**src/rtl/seq_pattern_detector.sv**
```systemverilog
// Serial sequence detector for a programmable PAT_W-bit pattern. It supports an input qualifier,
// overlapping and non-overlapping detection, and a saturating match counter.
module seq_pattern_detector #(
  parameter int unsigned         PAT_W       = 3,
  parameter logic [PAT_W-1:0]    DEFAULT_PAT = PAT_W'(3'b101),
  parameter int unsigned         CNT_W       = 8
) (
  input  logic             clk,
  input  logic             reset,
  input  logic             in,
  input  logic             in_valid,
  input  logic             overlap,
  input  logic             pat_load,
  input  logic [PAT_W-1:0] pat_in,
  input  logic             cnt_clr,
  output logic             out,
  output logic [CNT_W-1:0] match_cnt,
  output logic             cnt_sat
);

  localparam int unsigned FILL_W = $clog2(PAT_W + 1);
  localparam logic [FILL_W-1:0] FILL_FULL = FILL_W'(PAT_W);
  localparam logic [CNT_W-1:0]  CNT_MAX   = {CNT_W{1'b1}};

  typedef enum logic {
    ST_FILL  = 1'b0,
    ST_ARMED = 1'b1
  } state_e;

  state_e              state_q, state_d;
  logic [PAT_W-1:0]    pattern_q, pattern_d;
  logic [PAT_W-1:0]    hist_q, hist_d;
  logic [FILL_W-1:0]   fill_q, fill_d;
  logic                out_q, out_d;
  logic [CNT_W-1:0]    cnt_q, cnt_d;
  logic                sat_q, sat_d;

  logic [PAT_W-1:0]    hist_shift_c;
  logic [FILL_W-1:0]   fill_inc_c;
  logic                match_c;

  // State and datapath registers.
  always_ff @(posedge clk) begin
    if (!reset) begin
      state_q   <= ST_FILL;
      pattern_q <= DEFAULT_PAT;
      hist_q    <= '0;
      fill_q    <= '0;
      out_q     <= 1'b0;
      cnt_q     <= '0;
      sat_q     <= 1'b0;
    end else begin
      state_q   <= state_d;
      pattern_q <= pattern_d;
      hist_q    <= hist_d;
      fill_q    <= fill_d;
      out_q     <= out_d;
      cnt_q     <= cnt_d;
      sat_q     <= sat_d;
    end
  end

  // Candidate shift and match evaluation for the current bit.
  always_comb begin
    hist_shift_c = {hist_q[PAT_W-2:0], in};
    fill_inc_c   = (state_q == ST_ARMED) ? fill_q : FILL_W'(fill_q + FILL_W'(1));
    match_c      = in_valid && !pat_load &&
                   (fill_inc_c == FILL_FULL) && (hist_shift_c == pattern_q);
  end

  // Next-state: pattern, history, fill and FSM state.
  always_comb begin
    pattern_d = pattern_q;
    hist_d    = hist_q;
    fill_d    = fill_q;
    state_d   = state_q;
    if (pat_load) begin
      pattern_d = pat_in;
      hist_d    = '0;
      fill_d    = '0;
    end else if (in_valid) begin
      if (match_c && !overlap) begin
        hist_d = '0;
        fill_d = '0;
      end else begin
        hist_d = hist_shift_c;
        fill_d = fill_inc_c;
      end
    end
    state_d = (fill_d == FILL_FULL) ? ST_ARMED : ST_FILL;
  end

  // Outputs: match pulse and saturating counter; a clear beats a same-edge match.
  always_comb begin
    out_d = match_c;
    cnt_d = cnt_q;
    if (cnt_clr) begin
      cnt_d = '0;
    end else if (match_c && (cnt_q != CNT_MAX)) begin
      cnt_d = CNT_W'(cnt_q + CNT_W'(1));
    end
    sat_d = (cnt_d == CNT_MAX);
  end

  assign out       = out_q;
  assign match_cnt = cnt_q;
  assign cnt_sat   = sat_q;

endmodule

```
**config.mk**
```make
export PLATFORM = sky130hd
export DESIGN_NAME = seq_pattern_detector
export DESIGN_NICKNAME = d
export VERILOG_FILES = /design/src/rtl/seq_pattern_detector.sv
export SDC_FILE = /design/constraint.sdc
export NUM_CORES = 1
export LEC_CHECK = 0
export CORE_UTILIZATION = 49
export DETAILED_ROUTE_END_ITERATION = 16
export GPL_TIMING_DRIVEN = 0
export PLACE_DENSITY = 0.84
export REMOVE_ABC_BUFFERS = 1
export SLEW_MARGIN = 20
export SYNTH_ARGS = -nofsm -noshare
export SYNTH_HDL_FRONTEND = slang
export SYNTH_SLANG_ARGS = --single-unit
```
**constraint.sdc**
```tcl
create_clock -name clk -period 1.7 [get_ports clk]
set_input_delay 0.255 -clock clk [delete_from_list [all_inputs] [get_ports clk]]
set_output_delay 0.255 -clock clk [all_outputs]
set_load 0.02 [all_outputs]
```
==> After elaboration in Yosys (flattened, before gate mapping) <==
Cells that the tools add are included.
{ "totals": {"inputBits": 10, "mem_bits_rw": 0, "wordCells": 31, "reg_bits": 18, "latchBits": 0, "rom_bits": 0, "n_memories": 0} }
{ "classes": {"n_eq_ne": 5, "mul": 0, "n_addsub": 2, "n_shift": 0, "n_div": 0, "n_lt_le_gt_ge": 0, "muxes": 8, "n_reduce_logical": 8, "n_bitwise": 1} }
{ "ops": {"columns": ["operator", "n"], "rows": [
  ["8-bit 2-to-1 mux", 2],
  ["2-bit 2-to-1 mux", 5],
  ["8-bit by 1-bit adder with 8-bit output, second input constant", 1],
  ["8-bit == test, second input constant", 1],
  ["8-bit != test, second input constant", 1],
  ["1-bit logical AND", 5],
  ["2-bit == test, second input constant", 2],
  ["3-bit == test", 1],
  ["2-bit by 1-bit adder with 2-bit output, second input constant", 1],
  ["1-bit zero test", 2],
  ["2-bit OR reduction", 1],
  ["1-bit 2-to-1 mux", 1],
  ["1-bit inverter", 1]
]} }

==> Longest topological paths before layout <==
{ "logic_depth": {"depth_word": 11, "mapped_depth": 6, "ltp_nobuf": 6} }

==> Least setup slack after synthesis <==
No wires, ideal clock.
{ "synth_timing": {"path_kind": "reg2reg", "start": "reg cnt_q[0], in the netlist match_cnt[0]", "end": "reg sat_q, in the netlist cnt_sat", "synth_period_minus_slack_ps": 1746, "arrival_ps": 1658, "required_ps": 1612, "stages_incl_launch_ff": 7, "setup_slack_ps": -46, "cell_sequence": "dfxtp_1 ha_1 nand3_1 or2_2 a31oi_1 a31oi_1 nor4_2"} }
{ "synth_between": {"elab_chain_len": 5, "elab_cells_between_ends": 6, "classes_between": "add/sub: 1; eq/ne: 2; mux: 2; reduce/logical: 1"} }
{ "synth_lines": {"columns": ["item", "line_no", "text"], "rows": [
  ["from (decl)", "35", "logic [CNT_W-1:0] cnt_q, cnt_d;"],
  ["from (signal assigned)", "58", "cnt_q <= cnt_d;"],
  ["branches (longest 2 deep; another with 8-bit by 1-bit adder with 8-bit output)", null, null],
  ["8-bit 2-to-1 mux *", "99", "end else if (match_c && (cnt_q != CNT_MAX)) begin"],
  ["8-bit 2-to-1 mux *", "97", "if (cnt_clr) begin"],
  ["8-bit == test *", "102", "sat_d = (cnt_d == CNT_MAX);"],
  ["to (signal assigned)", "59", "sat_q <= sat_d;"],
  ["to (decl)", "36", "logic sat_q, sat_d;"]
]} }
Every way passes the cells marked *.
A chain may end at the register's enable or synchronous reset.

==> Worst setup path in the final report <==
{ "layout_timing": {"start": "reg hist_q[0]", "end": "reg cnt_q[7], in the netlist match_cnt[7]"} }
{ "layout_between": {"elab_chain_len": 5} }
{ "layout_lines": {"columns": ["item", "line_no", "text"], "rows": [
  ["from (decl)", "32", "logic [PAT_W-1:0] hist_q, hist_d;"],
  ["from (signal assigned)", "55", "hist_q <= hist_d;"],
  ["3-bit == test", "68", "(fill_inc_c == FILL_FULL) && (hist_shift_c == pattern_q);"],
  ["1-bit logical AND", "68", null],
  ["1-bit logical AND", "99", null],
  ["8-bit 2-to-1 mux", "99", null],
  ["8-bit 2-to-1 mux", "97", null]
]} }
No other way between the ends.

==> impl_metrics.csv <==
group,metric,value,unit
cts,clockRootBuffer,"clkbuf_4",
outcome,outcome,"finished clean",
global_routing,grtUsageTotal,0.217,
sta,setup_ws,8.20,ps
die,io_pins,20,
run,drv_cap,0,
die,die_h,46.6,um
sta,finalSetupViolations,0,
detailed_routing,first_iter_violations,27,
setup_path,rrSetupSlack,8,ps
detailed_routing,ant_nets,0,
die,start_util,0.542,
setup_path,cp_max_fo,4,
setup_path,cp_cell_sequence,"xnor2_2, and4b_4, nand2_2, or4_1, a21oi_1",
die,std_cell_rows,15,
cts,clockBufferDepth,2,
setup_path,crit_buf_inv,0,
yosys,ys_types,43,
sta,relSlewSlack,0.741,
setup_path,reg2reg_from,"hist_q[0]$_SDFFE_PP0P_",
power_and_ir_drop,p_leak,0.000457,uW
placed_design,dp.cells,151,
sta,fin_crit_sh,0.995,
setup_path,critPathRequiredTime,1930,ps
sta,finClkSkew,0.864,ps
setup_path,critPathLaunch,"hist_q[0]$_SDFFE_PP0P_",
setup_path,critPathLaunchType,"register",
setup_path,slowest_stage,"or4_1",
yosys,ys_seq_area_frac,0.369,
setup_path,critPathKind,"register to register",
placed_design,dp_hpwl,1560,um
setup_path,cp.arrival,1920,ps
setup_path,cp.depth,5,
yosys,synth_edf_count,0,
setup_path,crit_family,"simple AND/OR/NAND/NOR gates",
global_routing,grt_pass1_wl,3350,um
sta,fin_crit,1690,ps
finish,final_layout_size_suffix_gt1_frac,0.231,
placed_design,io_buffers,19,
cts,worstSkewPairLatency,300,ps
detailed_routing,drc_errors,0,
cts,cts_made_buffers,3,
die,die_w,46.6,um
detailed_routing,wl_per_cell,14.7,um
die,fp.coreArea,1800,um2
setup_path,crit_end,"match_cnt[7]$_SDFF_PN0_",
cts,clkSinkCount,18,
die,die_area,2170,um2
yosys,synthFlopType,"dfxtp_1",
finish,nets,146,
cts,path_clk_slew,100,ps
cts,ctsHoldBuffers,0,
detailed_routing,wl,2340,um
sta,hold_violations,0,
setup_path,slowest_delay,520,ps
yosys,ys_top_cells_by_count,"18 x dfxtp_1, 13 x nand2_1, 8 x nor2_1",
power_and_ir_drop,vdd_drop_max,469,uV
yosys,synth_largest_area_cell,"dfxtp_1",
sta,fmax,591,MHz
global_routing,grt_start_max_net_pins,11,
finish,layoutNonFillerInstCount,159,
placed_design,dp_slack,-461,ps
placed_design,gp_congestion,0.892,
worst_hold_path,hold_path.class,"primary input to register",
finish,syn2layout_area_growth,34.6,%
yosys,syn-cell-area,976,um2
yosys,syn_inst,113,
cts,cts.htree.levels,1,
setup_path,r2r_end,"match_cnt[7]$_SDFF_PN0_",
global_routing,grt_antenna_before_repair,0,
yosys,syn_avg_cell_area,8.64,um2
detailed_routing,drtPass1Iterations,4,
cts,cts_tree,"built",
global_routing,grt_overflow,0,
setup_path,reg2reg_depth,5,
yosys,synth_seq_cells,18,
sta,timing.hold.ws,411,ps
sta,slew_viol_final,0,
yosys,synth_top_area_frac,0.369,
sta,worstMarginPinSlew,385,ps
yosys,post-synth-top-count-cell,"dfxtp_1",
global_routing,grt_pass1_vias,839,
yosys,ys_warn_count,0,
yosys,synth-async-reset-ratio,0,
finish,diodes,0,
detailed_routing,vias_per_cell,5.94,
power_and_ir_drop,power_density,594,nW/um2
detailed_routing,via_count,944,
sta,tns,0,ps
yosys,synth_area_leaders,"dfxtp_1 37%, nand2_1 5.0%, xnor2_1 4.5%",
setup_path,crit_path_end_kind,"register",
## metrics by stage
step                      area (um2)   util  total power (uW)
after floorplan                  937      -               478
after global placement          1160  0.643               510
after detailed placement        1160  0.643               512
after CTS                       1230  0.681               776
after global routing            1310  0.729               809
final                           1310  0.729               780
## power breakdown
part	switching [uW]	total [uW]	internal, uW	leakage [uW]
sequential	8.15	433	425	0.000149
clock	136	266	131	0.0000210
combinational	36.2	80.7	44.5	0.000287
total	180	780	600	0.000457
## layout make-up
class | count | area, um2
Clock buffer | 4 | 36.3
Fill cell | 142 | 488
Inverter | 3 | 11.3
Multi-Input combinational cell | 86 | 643
Sequential cell | 18 | 373
Tap cell | 25 | 31.3
Timing Repair Buffer | 23 | 219
## worst min-delay path, cell delays in order
cell,delay (ps)
dlymetal6s2s_1,140
nand2_1,70
a2bb2oi_1,140
nor2_1,80
## cell families (layout without fill, tap and decap cells)
group,Yosys count,in the layout,share of synthesized area
AOI/OAI and AO/OA,23,23,0.167
xor gates and xnor gates,6,6,0.0538
adders and majority gates,1,1,0.0128
buffers and inverters,9,30,0.0513
DFF,18,18,0.369
muxes,3,3,0.0308
and+or+nand+nor,53,53,0.315
## metal layers
layer	wire length, um	track usage	up-vias	share of wire
met1	1020	0.237	447	0.44
met2	1210	0.386	29	0.52
met5	0	0	-	0
met3	73	0.0235	5	0.031
met4	38	0.149	0	0.016
li1	-	-	463	-
## layout by cell type, fill, tap and decap left out, types with 4 or more instances in the layout
cell type,n
clkdlybuf4s50_1,15
nand2_1,13
dfxtp_1,12
nor2_1,8
a21oi_1,7
xnor2_2,4
a31oi_1,4
dfxtp_2,4
buf_4,4
## repair_timing
item	CTS	global route
buffers inserted	1	3
gates cloned	0	0
hold endpoints to repair	0	0
endpoints found under the setup margin	5	10
resized for setup	11	16
pin swaps	0	3
## worst min path at each step
stage	endpoint	cells after the start	slack [ps]	from
4_1_cts	pattern_q[0]$_SDFFE_PN1P_	3	480	pat_load
5_1_grt	hist_q[0]$_SDFFE_PP0P_	4	460	in
2_1_floorplan	pattern_q[0]$_SDFFE_PN1P_	1	320	reset
3_5_place_dp	pattern_q[0]$_SDFFE_PN1P_	2	500	pattern_q[0]$_SDFFE_PN1P_
3_3_place_gp	pattern_q[0]$_SDFFE_PN1P_	2	490	pattern_q[0]$_SDFFE_PN1P_
6_report	hist_q[0]$_SDFFE_PP0P_	4	410	in
## sequential cells by signal, indices dropped and copies added (netlist names)
name	flops
match_cnt	8
pattern_q	3
fill_q	2
hist_q	2
cnt_sat	1
out	1
state_q	1
No activity file was read; power rests on OpenSTA's default activity.
